==> src/rtl/uart_pkg.sv <==
// UART shared definitions: receiver state encoding and default frame/baud parameters.
package uart_pkg;

  localparam int UART_DATA_WIDTH = 8;
  localparam int UART_OVERSAMPLE = 16;
  localparam int UART_DIV_WIDTH  = 16;

  typedef enum logic [2:0] {
    S_IDLE,
    S_START,
    S_DATA,
    S_PARITY,
    S_STOP,
    S_BREAK
  } rx_state_t;

endpackage

==> src/rtl/uart_baud_tick.sv <==
// Baud tick generator: down-counter reloaded from div_i, one-clk tick_o when it hits zero.
// Latency: tick every div_i+1 clks; new divisor applies at next reload; no backpressure.
module uart_baud_tick
  import uart_pkg::*;
#(
  parameter int DIV_WIDTH = UART_DIV_WIDTH
) (
  input  logic                 clk,
  input  logic                 rstn,
  input  logic [DIV_WIDTH-1:0] div_i,
  output logic                 tick_o
);

  logic [DIV_WIDTH-1:0] cnt;

  assign tick_o = (cnt == '0);

  always_ff @(posedge clk) begin
    if (!rstn)       cnt <= '0;
    else if (tick_o) cnt <= div_i;
    else             cnt <= cnt - 1'b1;
  end

endmodule

==> src/rtl/uart_rx_deser.sv <==
// UART receive deserializer (optional parity via UART_RX_PARITY_EN); valid_out rises 1 clk after stop sample.
// Holds data_o while valid_out & !ready_out; a word completing in that state is dropped with an overrun pulse.
module uart_rx_deser
  import uart_pkg::*;
#(
  parameter int DATA_WIDTH = UART_DATA_WIDTH,
  parameter int OVERSAMPLE = UART_OVERSAMPLE,
  parameter int DIV_WIDTH  = UART_DIV_WIDTH
) (
  input  logic                  clk,
  input  logic                  rstn,
  input  logic                  rx_i,
  input  logic [DIV_WIDTH-1:0]  baud_div_i,
  output logic [DATA_WIDTH-1:0] data_o,
  output logic                  valid_out,
  input  logic                  ready_out,
  output logic                  frame_err_o,
  output logic                  overrun_err_o,
  input  logic                  parity_odd_i,
  output logic                  parity_err_o
);

  localparam int SW = $clog2(OVERSAMPLE);
  localparam int BW = $clog2(DATA_WIDTH);
  localparam logic [SW-1:0] HALF_LAST = SW'(OVERSAMPLE / 2 - 1);
  localparam logic [SW-1:0] FULL_LAST = SW'(OVERSAMPLE - 1);
  localparam logic [BW-1:0] BIT_LAST  = BW'(DATA_WIDTH - 1);
`ifdef UART_RX_PARITY_EN
  localparam rx_state_t AFTER_DATA = S_PARITY;
`else
  localparam rx_state_t AFTER_DATA = S_STOP;
`endif

  logic                  tick;
  logic                  rx_meta, rx_s;
  rx_state_t             state_q, state_d;
  logic [SW-1:0]         samp_q, samp_d;
  logic [BW-1:0]         bit_q, bit_d;
  logic [DATA_WIDTH-1:0] shift_q, shift_d;
  logic                  word_done, frame_err_d;
`ifdef UART_RX_PARITY_EN
  logic                  parity_err_d;
`endif

  uart_baud_tick #(.DIV_WIDTH(DIV_WIDTH)) u_tick (
    .clk    (clk),
    .rstn   (rstn),
    .div_i  (baud_div_i),
    .tick_o (tick)
  );

  always_ff @(posedge clk) begin
    if (!rstn) begin
      rx_meta <= 1'b1;
      rx_s    <= 1'b1;
      state_q <= S_IDLE;
      samp_q  <= '0;
      bit_q   <= '0;
      shift_q <= '0;
    end else begin
      rx_meta <= rx_i;
      rx_s    <= rx_meta;
      state_q <= state_d;
      samp_q  <= samp_d;
      bit_q   <= bit_d;
      shift_q <= shift_d;
    end
  end

  // Every state decision is gated by the baud tick; samp counts ticks within a bit.
  always_comb begin
    state_d     = state_q;
    samp_d      = samp_q;
    bit_d       = bit_q;
    shift_d     = shift_q;
    word_done   = 1'b0;
    frame_err_d = 1'b0;
`ifdef UART_RX_PARITY_EN
    parity_err_d = 1'b0;
`endif
    if (tick) begin
      case (state_q)
        S_IDLE: begin
          if (!rx_s) begin
            state_d = S_START;
            samp_d  = '0;
          end
        end
        S_START: begin
          if (samp_q == HALF_LAST) begin
            samp_d  = '0;
            bit_d   = '0;
            state_d = rx_s ? S_IDLE : S_DATA;
          end else begin
            samp_d = samp_q + 1'b1;
          end
        end
        S_DATA: begin
          if (samp_q == FULL_LAST) begin
            samp_d  = '0;
            shift_d = {rx_s, shift_q[DATA_WIDTH-1:1]};
            bit_d   = bit_q + 1'b1;
            if (bit_q == BIT_LAST) state_d = AFTER_DATA;
          end else begin
            samp_d = samp_q + 1'b1;
          end
        end
`ifdef UART_RX_PARITY_EN
        S_PARITY: begin
          if (samp_q == FULL_LAST) begin
            samp_d       = '0;
            parity_err_d = rx_s ^ (^shift_q) ^ parity_odd_i;
            state_d      = S_STOP;
          end else begin
            samp_d = samp_q + 1'b1;
          end
        end
`endif
        S_STOP: begin
          if (samp_q == FULL_LAST) begin
            samp_d = '0;
            if (rx_s) begin
              word_done = 1'b1;
              state_d   = S_IDLE;
            end else begin
              frame_err_d = 1'b1;
              state_d     = S_BREAK;
            end
          end else begin
            samp_d = samp_q + 1'b1;
          end
        end
        S_BREAK: begin
          if (rx_s) state_d = S_IDLE;
        end
        default: state_d = S_IDLE;
      endcase
    end
  end

  always_ff @(posedge clk) begin
    if (!rstn) begin
      data_o        <= '0;
      valid_out     <= 1'b0;
      frame_err_o   <= 1'b0;
      overrun_err_o <= 1'b0;
    end else begin
      frame_err_o   <= frame_err_d;
      overrun_err_o <= word_done & valid_out & ~ready_out;
      if (word_done && (!valid_out || ready_out)) begin
        data_o    <= shift_q;
        valid_out <= 1'b1;
      end else if (valid_out && ready_out) begin
        valid_out <= 1'b0;
      end
    end
  end

`ifdef UART_RX_PARITY_EN
  always_ff @(posedge clk) begin
    if (!rstn) parity_err_o <= 1'b0;
    else       parity_err_o <= parity_err_d;
  end
`else
  logic unused_parity_odd;
  assign unused_parity_odd = parity_odd_i;
  assign parity_err_o      = 1'b0;
`endif

endmodule
==> config.mk <==
export PLATFORM = sky130hd
export DESIGN_NAME = uart_rx_deser
export DESIGN_NICKNAME = d
export VERILOG_FILES = /design/src/rtl/uart_pkg.sv /design/src/rtl/uart_baud_tick.sv /design/src/rtl/uart_rx_deser.sv
export SDC_FILE = /design/constraint.sdc
export NUM_CORES = 1
export LEC_CHECK = 0
export BUFFER_PORTS_ARGS = -buffer_cell sky130_fd_sc_hd__buf_2
export CORE_ASPECT_RATIO = 0.8
export CORE_UTILIZATION = 40
export CTS_BUF_LIST = sky130_fd_sc_hd__clkbuf_8
export CTS_CLUSTER_SIZE = 24
export DETAILED_ROUTE_END_ITERATION = 8
export SYNTH_ARGS = -nofsm -noshare
export SYNTH_HDL_FRONTEND = slang
export SYNTH_SLANG_ARGS = --single-unit
==> constraint.sdc <==
create_clock -name clk -period 1.75 [get_ports clk]
set_input_delay 0.35 -clock clk [delete_from_list [all_inputs] [get_ports clk]]
set_output_delay 0.35 -clock clk [all_outputs]
set_load 0.01 [all_outputs]
==> impl_metrics.env, run 1 <==
export IMPL_hold_path_end="rx_meta$_SDFF_PN1_"
export IMPL_htree_num_levels=2
export IMPL_antenna_diode_count=0
export IMPL_number_of_antenna_violations_at_the_first_check_in_global_routing=0
export IMPL_cts_num_sinks=47
export IMPL_wp_data_required_ps=1960
export IMPL_max_freq_mhz=544
export IMPL_leakage_uw=0.00150
export IMPL_finalPower_uw=4010
export IMPL_global_route_overflow_total=0
export IMPL_clock_latency_ps=310
export IMPL_clk_pin_slew_worst_paths_ps=100
export IMPL_grt_pass1_wl_um=9360
export IMPL_maximum_number_of_pins_on_one_net_before_global_route_repair=25
export IMPL_synth_edf_count=0
export IMPL_mappedNetlistArea_um2=2370
export IMPL_p_switching_uw=1440
export IMPL_end_kind="flop"
export IMPL_ys_dominant_reg_cell="dfxtp_1"
export IMPL_synth_top_cells_by_area="dfxtp_1 (40%), mux2i_1 (6.8%), nand2_1 (5.4%), o211a_1 (3.4%), ha_1 (2.6%)"
export IMPL_grt_setup_unrepaired="yes"
export IMPL_synth_area_per_cell_um2=9.07
export IMPL_final_critical_path_setup_slack_ps=-88.6
export IMPL_power_share_combinational_pct=48.6
export IMPL_fin_worst_hold_slack_ps=223
export IMPL_irDropWorstVdd_mv=0.814
export IMPL_die_h_um=70.8
export IMPL_ctsRootBufferMaster="clkbuf_8"
export IMPL_post_synth_inst_count=261
export IMPL_synth_seq_cells=47
export IMPL_finalSetupViolCount=27
export IMPL_power_density_over_the_cells_nw_per_um2=1210
export IMPL_setup_worst_path_start_class="flop"
export IMPL_cpPeakStageDelay_ps=410
export IMPL_critical_path_top_delay_family="simple AND/OR/NAND/NOR gates"
export IMPL_antenna_left=0
export IMPL_holdCritPathClass="in -> reg"
export IMPL_setup_worst_path_start="u_tick.cnt[4]$_SDFF_PN0_"
export IMPL_multiInputGateArea_um2=1500
export IMPL_run_status="finished with violations"
export IMPL_tmin_final_ps=1840
export IMPL_fillerInstances=493
export IMPL_routed_wire_length_per_instance_um=13.5
export IMPL_clock_power_share_pct=18.1
export IMPL_cts_tree="built"
export IMPL_power_switching_share_pct=35.8
export IMPL_grt_pass1_vias=2036
export IMPL_holdPathStages=2
export IMPL_critical_path_arrival_ps=2050
export IMPL_route_detailed_vias_per_inst=5.00
export IMPL_criticalPathCategory="reg -> reg"
export IMPL_pwr_share_seq_pct=33.3
export IMPL_synth_warning_count=0
export IMPL_instances_no_fill=420
export IMPL_dp_final_hpwl_um=3940
export IMPL_layout_drive_gt1_share_pct=43.0
export IMPL_core_area_um2=5590
export IMPL_die_area_um2=6230
export IMPL_final_setup_skew_ps=5.63
export IMPL_post_synth_top_area_fraction_pct=39.7
export IMPL_drt_pass1_iter_count=4
export IMPL_r2r_slack_ps=-90
export IMPL_path_max_fanout=12
export IMPL_fin_tns_setup_ps=-1440
export IMPL_cp_buffers_inverters=1
export IMPL_routed_via_count=2101
export IMPL_nNetsFinal=367
export IMPL_floorplan_initialDensity_pct=42.4
export IMPL_asyncSetResetFlopFracSynth_pct=0
export IMPL_groute_usage_overall_pct=19.4
export IMPL_boundaryPins=33
export IMPL_port_buffers=30
export IMPL_drc_errors=0
export IMPL_flow_area_growth_from_synthesis_pct=40.1
export IMPL_reg2reg_depth=5
export IMPL_timing_final_max_slew_violations=0
export IMPL_yosysTopAreaCell="dfxtp_1"
export IMPL_final_hold_viol_count=0
export IMPL_crit_path_top_delay_cell="or3_4"
export IMPL_rr_endpoint="u_tick.cnt[6]$_SDFF_PN0_"
export IMPL_failed_checks="negative setup slack"
export IMPL_internal_power_uw=2570
export IMPL_worstSetupPathDepth=5
export IMPL_path_common_cell="or3_4"
export IMPL_row_count=24
export IMPL_cap_viol_max_count=0
export IMPL_yosysUniqueCellTypes=56
export IMPL_routed_wl_um=5670
export IMPL_clockBufferDepth=2
export IMPL_worst_r2r_startpoint="u_tick.cnt[4]$_SDFF_PN0_"
export IMPL_regArea_um2=961
export IMPL_layout_worst_path_cycle_share_pct=105
export IMPL_hp_start="rx_i"
export IMPL_synth_fp_nets=287
export IMPL_placement_setup_worst_slack_ps=-125
export IMPL_cts_hold_buffers=0
export IMPL_yosysSeqAreaShare_pct=39.7
export IMPL_dp_cells=409
export IMPL_critical_path_cell_chain="or3_4 > or2_4 > or3_4 > buf_12 > o211a_1"
export IMPL_number_of_buffers_inserted_during_clock_tree_synthesis=5
export IMPL_globalplace_congestion=0.772
export IMPL_detail_route_iter0_violations=72
export IMPL_die_w_um=88.0
## layout make-up
class	count	share of cell area, %
multi-input cells	192	45.2
flip-flops and latches	47	29.0
repair buffers	90	19.5
well taps	78	2.94
clock buffers	5	2.07
clock inverters	3	0.830
inverters	5	0.566
## worst max path at each step
stage,to,slack [ps]
after floorplan,u_tick.cnt[2]$_SDFF_PN0_,-70
after global placement,data_o[4]$_SDFFE_PN0P_,-100
after detailed placement,data_o[6]$_SDFFE_PN0P_,-130
after CTS,data_o[2]$_SDFFE_PN0P_,-100
after global routing,data_o[7]$_SDFFE_PN0P_,-190
final,u_tick.cnt[6]$_SDFF_PN0_,-90
## power by group through the flow
stage	Sequential, µW	Combinational, µW	Clock (µW)
after global routing	1350	2130	781
final	1340	1950	725
after detailed placement	1330	1630	0
after CTS	1330	1770	735
after floorplan	1340	970	0
after global placement	1330	1610	0
## cell families after synthesis
group | count (synthesis) | synth area share, %
AO/OA/AOI/OAI | 46 | 13.5
XOR/XNOR | 13 | 4.81
adder cells (fa/ha/maj) | 6 | 3.07
buffers and inverters | 22 | 4.49
flip-flops | 47 | 39.7
multiplexers | 16 | 6.77
other | 1 | 0.158
AND/OR/NAND/NOR | 110 | 27.5
## repair_timing
action,CTS,global route
endpoints found under the hold margin,0,0
pin swaps,5,9
setup endpoints to repair,42,43
cloned,0,1
setup buffers,1,1
gates resized for setup,28,19
## metal layers
layer	vias up	global-route usage (%)	share of wire (%)	wire length, µm
met5	-	0	0	0
met4	0	5.20	1.2	68
met3	8	3.85	2.7	152
met2	25	30.1	47	2650
met1	979	27.4	49	2800
li1	1089	-	-	-
## metrics by stage
step	area, µm²	utilization [%]
after floorplan	2400	-
after global placement	2980	53.4
after detailed placement	2980	53.4
after CTS	3210	57.5
after global routing	3320	59.4
final	3320	59.4
## synthesized netlist by cell type, drive strengths merged (2+ instances only)
cell type and instances:
or2 3, nor2 7, ha 5, nand4 3
nor4 7, nor2b 10, o211a 8, a21boi 3
nand2 34, nor3 7, o21ai 15, buf 8
nand3 11, or4 2, nor3b 2, mux2i 16
xor2 6, nand2b 4, xnor2 7, inv 5
nand4bb 2, clkbuf 9, nand3b 2, a21oi 9
or3 8, dfxtp 47, or3b 2
## registers in the layout (all words and copies together) (netlist names)
register	count
rx_meta	1
bit_q	3
frame_err_o	1
u_tick.cnt	16
overrun_err_o	1
samp_q	4
state_q	3
rx_s	1
valid_out	1
data_o	8
shift_q	8
## placed cells by master, fill, tap and decap left out, drive strengths merged, types with 3 or more instances in the layout
master | netlist | routed
inv | 5 | 7
nor2b | 10 | 10
nand4 | 3 | 3
o211a | 8 | 8
or2 | 3 | 3
nand3 | 11 | 11
nor4 | 7 | 7
clkbuf | 9 | 6
a21boi | 3 | 3
xnor2 | 7 | 7
nor3 | 7 | 7
or3 | 8 | 8
nand2b | 4 | 4
dfxtp | 47 | 47
a21oi | 9 | 9
nor2 | 7 | 7
o21ai | 15 | 15
ha | 5 | 5
nand2 | 34 | 34
buf | 8 | 89
xor2 | 6 | 6
mux2i | 16 | 16
(Power assumes the default switching activity.)
==> run 2, diff against run 1 <==
==> constraint.sdc (replaced) <==
create_clock -name clk -period 2.3 [get_ports clk]
set_input_delay 0.46 -clock clk [delete_from_list [all_inputs] [get_ports clk]]
set_output_delay 0.46 -clock clk [all_outputs]
set_load 0.01 [all_outputs]
==> impl_metrics.env, run 2 (synthesized netlist as in run 1, its figures left out) <==
export IMPL_run_status="complete, no violations"
export IMPL_antenna_diode_count=0
export IMPL_cap_viol_max_count=0
export IMPL_clockBufferDepth=2
export IMPL_dp_cells=366
export IMPL_clock_power_share_pct=24.4
export IMPL_route_detailed_vias_per_inst=5.00
export IMPL_die_area_um2=6230
export IMPL_boundaryPins=33
export IMPL_critical_path_cell_chain="ha_1 > and3_1 > nand3_1 > or4_1 > buf_4 > mux2i_1 > nor2b_1"
export IMPL_flip_flop_count_of_the_largest_register_after_layout=16
export IMPL_clock_latency_ps=300
export IMPL_globalplace_congestion=0.776
export IMPL_grt_pass1_vias=1773
export IMPL_timing_final_max_slew_violations=0
export IMPL_cpPeakStageDelay_ps=520
export IMPL_layout_worst_path_cycle_share_pct=88.4
export IMPL_fin_tns_setup_ps=0
export IMPL_drc_errors=0
export IMPL_mostFrequentLayoutCell="dfxtp_1"
export IMPL_setup_worst_path_start="samp_q[0]$_SDFFE_PN0P_"
export IMPL_final_util_pct=49.2
export IMPL_final_setup_skew_ps=11.0
export IMPL_number_of_antenna_violations_at_the_first_check_in_global_routing=0
export IMPL_critical_path_arrival_ps=2220
export IMPL_drt_pass1_iter_count=4
export IMPL_row_count=24
export IMPL_maximum_number_of_pins_on_one_net_before_global_route_repair=34
export IMPL_final_hold_viol_count=0
export IMPL_postCtsSetupRepairBufs=0
export IMPL_max_freq_mhz=492
export IMPL_most_common_layout_cells="dfxtp_1 (47), nand2_1 (34), buf_2 (30)"
export IMPL_placement_setup_worst_slack_ps=265
export IMPL_worst_slew_margin_rel_pct=63.7
export IMPL_cts_hold_buffers=0
export IMPL_regMostFlops="u_tick.cnt"
export IMPL_crit_path_top_delay_cell="or4_1"
export IMPL_layout_drive_gt1_share_pct=20.9
export IMPL_holdCritPathClass="in -> reg"
export IMPL_die_w_um=88.0
export IMPL_finalSetupViolCount=0
export IMPL_r2r_slack_ps=270
export IMPL_clk_pin_slew_worst_paths_ps=80
export IMPL_tmin_final_ps=2030
export IMPL_regArea_um2=941
export IMPL_hp_start="rx_i"
export IMPL_global_route_overflow_total=0
export IMPL_critical_path_top_delay_family="simple AND/OR/NAND/NOR gates"
export IMPL_instances_no_fill=374
export IMPL_setup_worst_path_start_class="flop"
export IMPL_ctsRootBufferMaster="clkbuf_8"
export IMPL_number_of_buffers_inserted_during_clock_tree_synthesis=5
export IMPL_pwr_share_seq_pct=40.5
export IMPL_final_critical_path_setup_slack_ps=267
export IMPL_leakage_uw=0.00122
export IMPL_power_density_over_the_cells_nw_per_um2=918
export IMPL_groute_usage_overall_pct=16.2
export IMPL_cts_num_sinks=47
export IMPL_fillerInstances=580
export IMPL_floorplan_initialDensity_pct=42.4
export IMPL_top_regs="u_tick.cnt: 16 flops, data_o: 8 flops, shift_q: 8 flops"
export IMPL_internal_power_uw=1680
export IMPL_tightestPinTransition_ps=545
export IMPL_nNetsFinal=321
export IMPL_worst_r2r_startpoint="samp_q[0]$_SDFFE_PN0P_"
export IMPL_finalPower_uw=2520
export IMPL_cts_tree="built"
export IMPL_irDropWorstVdd_mv=0.253
export IMPL_routed_wl_um=4500
export IMPL_routed_wire_length_per_instance_um=12.0
export IMPL_cp_buffers_inverters=1
export IMPL_flow_area_growth_from_synthesis_pct=16.1
export IMPL_power_share_combinational_pct=35.1
export IMPL_wp_data_required_ps=2490
export IMPL_htree_num_levels=2
export IMPL_p_switching_uw=846
export IMPL_detail_route_iter0_violations=52
export IMPL_power_switching_share_pct=33.5
export IMPL_core_area_um2=5590
export IMPL_end_kind="flop"
export IMPL_routed_via_count=1870
export IMPL_grt_setup_unrepaired="no"
export IMPL_die_h_um=70.8
export IMPL_multiInputGateArea_um2=1320
export IMPL_path_max_fanout=8
export IMPL_grt_pass1_wl_um=8020
export IMPL_dp_final_hpwl_um=3290
export IMPL_antenna_left=0
export IMPL_cts_repair_resized=0
export IMPL_criticalPathCategory="reg -> reg"
export IMPL_port_buffers=30
-- run 2: changes by cell type in the layout (fill, tap and decap cells not counted), moves of 3 or more --
| cell | delta |
|---|---|
| buf_6 | -4 |
| o21ai_1 | +4 |
| dfxtp_1 | +12 |
| o21ai_2 | -5 |
| buf_4 | -40 |
| nor4_4 | -3 |
| nor3_1 | +3 |
| dfxtp_2 | -10 |
-- run 2: per-stage QoR --
step,area [µm²],hold WS (ps)
after detailed placement,2630,406
after CTS,2750,333
after global placement,2630,406
after global routing,2750,351
after floorplan,2370,386
final,2750,340
-- run 2: per-layer routing --
metal	up-vias	GRT usage [%]	wire, µm
met5	-	0	0
met4	0	3.76	23
met3	3	3.50	141
met2	22	24.2	1940
met1	851	23.7	2400
li1	994	-	-
-- run 2: power groups by stage --
stage                     Clock (µW)  Combinational, µW  Sequential, µW
after global placement             0                881            1040
after global routing             677               1010            1040
after floorplan                    0                708            1020
after detailed placement           0                888            1040
after CTS                        640                895            1020
final                            616                885            1020
-- run 2: final timing paths --
check	endpoint	cells after the start
min reg2reg	rx_s$_SDFF_PN1_	1
max reg2reg	data_o[7]$_SDFFE_PN0P_	7
min	rx_meta$_SDFF_PN1_	2
max	data_o[7]$_SDFFE_PN0P_	7
-- run 2: layout make-up --
type / instances / share of cell area (%)
clock buffer: 5 / 2.50
clock inverter: 3 / 1.73
inverter: 5 / 0.683
multi-input combinational: 192 / 48.0
sequential: 47 / 34.2
tap: 78 / 3.55
timing repair buffer: 44 / 9.29
-- run 2: worst reg2reg max path: cells and delay by family (launching register included) --
kind          cells  cell delay (ps)
buf+inv           1              200
fa+ha+maj         1              250
mux               1              160
simple gates      4              940
flops             1              380
==> run 3, diff against run 2 <==
--- a/config.mk
+++ b/config.mk
@@ -6,6 +6,7 @@
 export NUM_CORES = 1
 export LEC_CHECK = 0
 export BUFFER_PORTS_ARGS = -buffer_cell sky130_fd_sc_hd__buf_2
+export CAP_MARGIN = 40
 export CORE_ASPECT_RATIO = 0.8
 export CORE_UTILIZATION = 40
 export CTS_BUF_LIST = sky130_fd_sc_hd__clkbuf_8
==> constraint.sdc (replaced) <==
create_clock -name clk -period 2.3 [get_ports clk]
set_input_delay 0.69 -clock clk [delete_from_list [all_inputs] [get_ports clk]]
set_output_delay 0.69 -clock clk [all_outputs]
set_load 0.01 [all_outputs]
==> impl_metrics.env, run 3 (synthesized netlist as in run 1, its figures left out) <==
export IMPL_run_status="complete, no violations"
export IMPL_die_h_um=70.8
export IMPL_floorplan_initialDensity_pct=42.4
export IMPL_postCtsSetupRepairBufs=0
export IMPL_holdCritPathClass="reg -> reg"
export IMPL_flip_flop_count_of_the_largest_register_after_layout=16
export IMPL_clock_latency_ps=300
export IMPL_nNetsFinal=320
export IMPL_groute_usage_overall_pct=16.0
export IMPL_tightestPinTransition_ps=529
export IMPL_p_switching_uw=858
export IMPL_setup_worst_path_start_class="flop"
export IMPL_antenna_diode_count=0
export IMPL_fin_worst_hold_slack_ps=418
export IMPL_final_hold_viol_count=0
export IMPL_internal_power_uw=1560
export IMPL_pwr_share_seq_pct=42.5
export IMPL_global_route_overflow_total=0
export IMPL_routed_wl_um=4550
export IMPL_wp_data_required_ps=2480
export IMPL_rr_endpoint="shift_q[7]$_SDFFE_PN0P_"
export IMPL_critical_path_top_delay_family="simple AND/OR/NAND/NOR gates"
export IMPL_crit_path_top_delay_cell="or3_4"
export IMPL_cp_buffers_inverters=0
export IMPL_hold_path_end="rx_s$_SDFF_PN1_"
export IMPL_irDropWorstVdd_mv=0.289
export IMPL_finalSetupViolCount=0
export IMPL_grt_pass1_vias=1726
export IMPL_hp_start="rx_meta$_SDFF_PN1_"
export IMPL_cap_viol_max_count=0
export IMPL_power_switching_share_pct=35.6
export IMPL_critical_path_cell_chain="or3_4 > or2_1 > nor3_1 > nand3_2 > mux2i_1"
export IMPL_tmin_final_ps=2060
export IMPL_htree_num_levels=2
export IMPL_grt_setup_unrepaired="no"
export IMPL_cpPeakStageDelay_ps=440
export IMPL_end_kind="flop"
export IMPL_worst_r2r_startpoint="u_tick.cnt[3]$_SDFF_PN0_"
export IMPL_antenna_left=0
export IMPL_leakage_uw=0.00120
export IMPL_path_max_fanout=8
export IMPL_clock_power_share_pct=21.2
export IMPL_cts_hold_buffers=0
export IMPL_routed_wire_length_per_instance_um=12.2
export IMPL_maximum_number_of_pins_on_one_net_before_global_route_repair=34
export IMPL_ctsRootBufferMaster="clkbuf_8"
export IMPL_detail_route_iter0_violations=62
export IMPL_holdPathStages=1
export IMPL_cts_num_sinks=47
export IMPL_grt_pass1_wl_um=7950
export IMPL_flow_area_growth_from_synthesis_pct=14.9
export IMPL_routed_via_count=1897
export IMPL_clk_pin_slew_worst_paths_ps=90
export IMPL_cts_repair_resized=0
export IMPL_die_area_um2=6230
export IMPL_number_of_buffers_inserted_during_clock_tree_synthesis=5
export IMPL_reg2reg_depth=5
export IMPL_max_freq_mhz=486
export IMPL_core_area_um2=5590
export IMPL_mostFrequentLayoutCell="dfxtp_1"
export IMPL_power_share_combinational_pct=36.4
export IMPL_critical_path_arrival_ps=2240
export IMPL_drt_pass1_iter_count=4
export IMPL_route_detailed_vias_per_inst=5.09
export IMPL_power_density_over_the_cells_nw_per_um2=888
export IMPL_criticalPathCategory="reg -> reg"
export IMPL_globalplace_congestion=0.767
export IMPL_timing_final_max_slew_violations=0
export IMPL_clockBufferDepth=2
export IMPL_layout_worst_path_cycle_share_pct=89.4
export IMPL_number_of_antenna_violations_at_the_first_check_in_global_routing=0
export IMPL_drc_errors=0
export IMPL_top_regs="u_tick.cnt: 16 flops, data_o: 8 flops, shift_q: 8 flops"
export IMPL_worst_slew_margin_rel_pct=64.8
export IMPL_layout_drive_gt1_share_pct=20.7
export IMPL_boundaryPins=33
export IMPL_cts_tree="built"
export IMPL_regMostFlops="u_tick.cnt"
export IMPL_r2r_slack_ps=240
export IMPL_row_count=24
export IMPL_port_buffers=30
export IMPL_fin_tns_setup_ps=0
export IMPL_final_setup_skew_ps=7.52
export IMPL_most_common_layout_cells="dfxtp_1 (47), nand2_1 (34), buf_2 (30)"
export IMPL_die_w_um=88.0
export IMPL_dp_final_hpwl_um=3320
## run 3: layout make-up
class | count | area (µm²)
flip-flops and latches | 47 | 941
inverters | 5 | 18.8
repair buffers | 43 | 248
clock buffers | 5 | 68.8
clock inverters | 3 | 25.0
well taps | 78 | 97.6
fillers | 551 | 2870
multi-input cells | 192 | 1320
## run 3: routing by layer
| layer | GRT usage [%] | up-vias | wire (µm) |
|---|---|---|---|
| li1 | - | 994 | - |
| met1 | 23.5 | 870 | 2450 |
| met2 | 23.5 | 29 | 1910 |
| met3 | 3.73 | 4 | 160 |
| met4 | 4.30 | 0 | 29 |
| met5 | 0 | - | 0 |
## run 3: worst max-delay path by stage
| stage | from | to | slack [ps] | cells after the start |
|---|---|---|---|---|
| 2_1_floorplan | u_tick.cnt[3]$_SDFF_PN0_ | u_tick.cnt[0]$_SDFF_PN0_ | 390 | 6 |
| 3_3_place_gp | u_tick.cnt[3]$_SDFF_PN0_ | shift_q[7]$_SDFFE_PN0P_ | 260 | 5 |
| 3_5_place_dp | u_tick.cnt[3]$_SDFF_PN0_ | shift_q[7]$_SDFFE_PN0P_ | 250 | 5 |
| 4_1_cts | u_tick.cnt[3]$_SDFF_PN0_ | shift_q[7]$_SDFFE_PN0P_ | 240 | 5 |
| 5_1_grt | u_tick.cnt[10]$_SDFF_PN0_ | state_q[1]$_SDFFE_PN0P_ | 60 | 6 |
| 6_report | u_tick.cnt[3]$_SDFF_PN0_ | shift_q[7]$_SDFFE_PN0P_ | 240 | 5 |
## run 3: worst register-to-register path, stage by stage (launching register included)
cell,delay [ps]
dfxtp_1,380
or3_4,440
or2_1,230
nor3_1,370
nand3_2,330
mux2i_1,190
## run 3: through the flow
stage / power, µW / util (%) / std cells / setup slack (ps) / cell area (µm²)
final: 2410 / 48.7 / 373 / 243 / 2720
after global routing: 2590 / 48.7 / 373 / 61.0 / 2720
after CTS: 2440 / 48.7 / 373 / 238 / 2720
after detailed placement: 1920 / 47.0 / 365 / 254 / 2630
after global placement: 1910 / 47.0 / 365 / 262 / 2630
after floorplan: 1730 / - / 261 / 394 / 2370
## run 3: power by group through the flow
stage                     sequential [µW]  clock, µW  combinational, µW
after floorplan                      1020          0                708
after global placement               1040          0                868
after detailed placement             1040          0                879
after CTS                            1020        529                886
after global routing                 1040        557                994
final                                1020        511                878
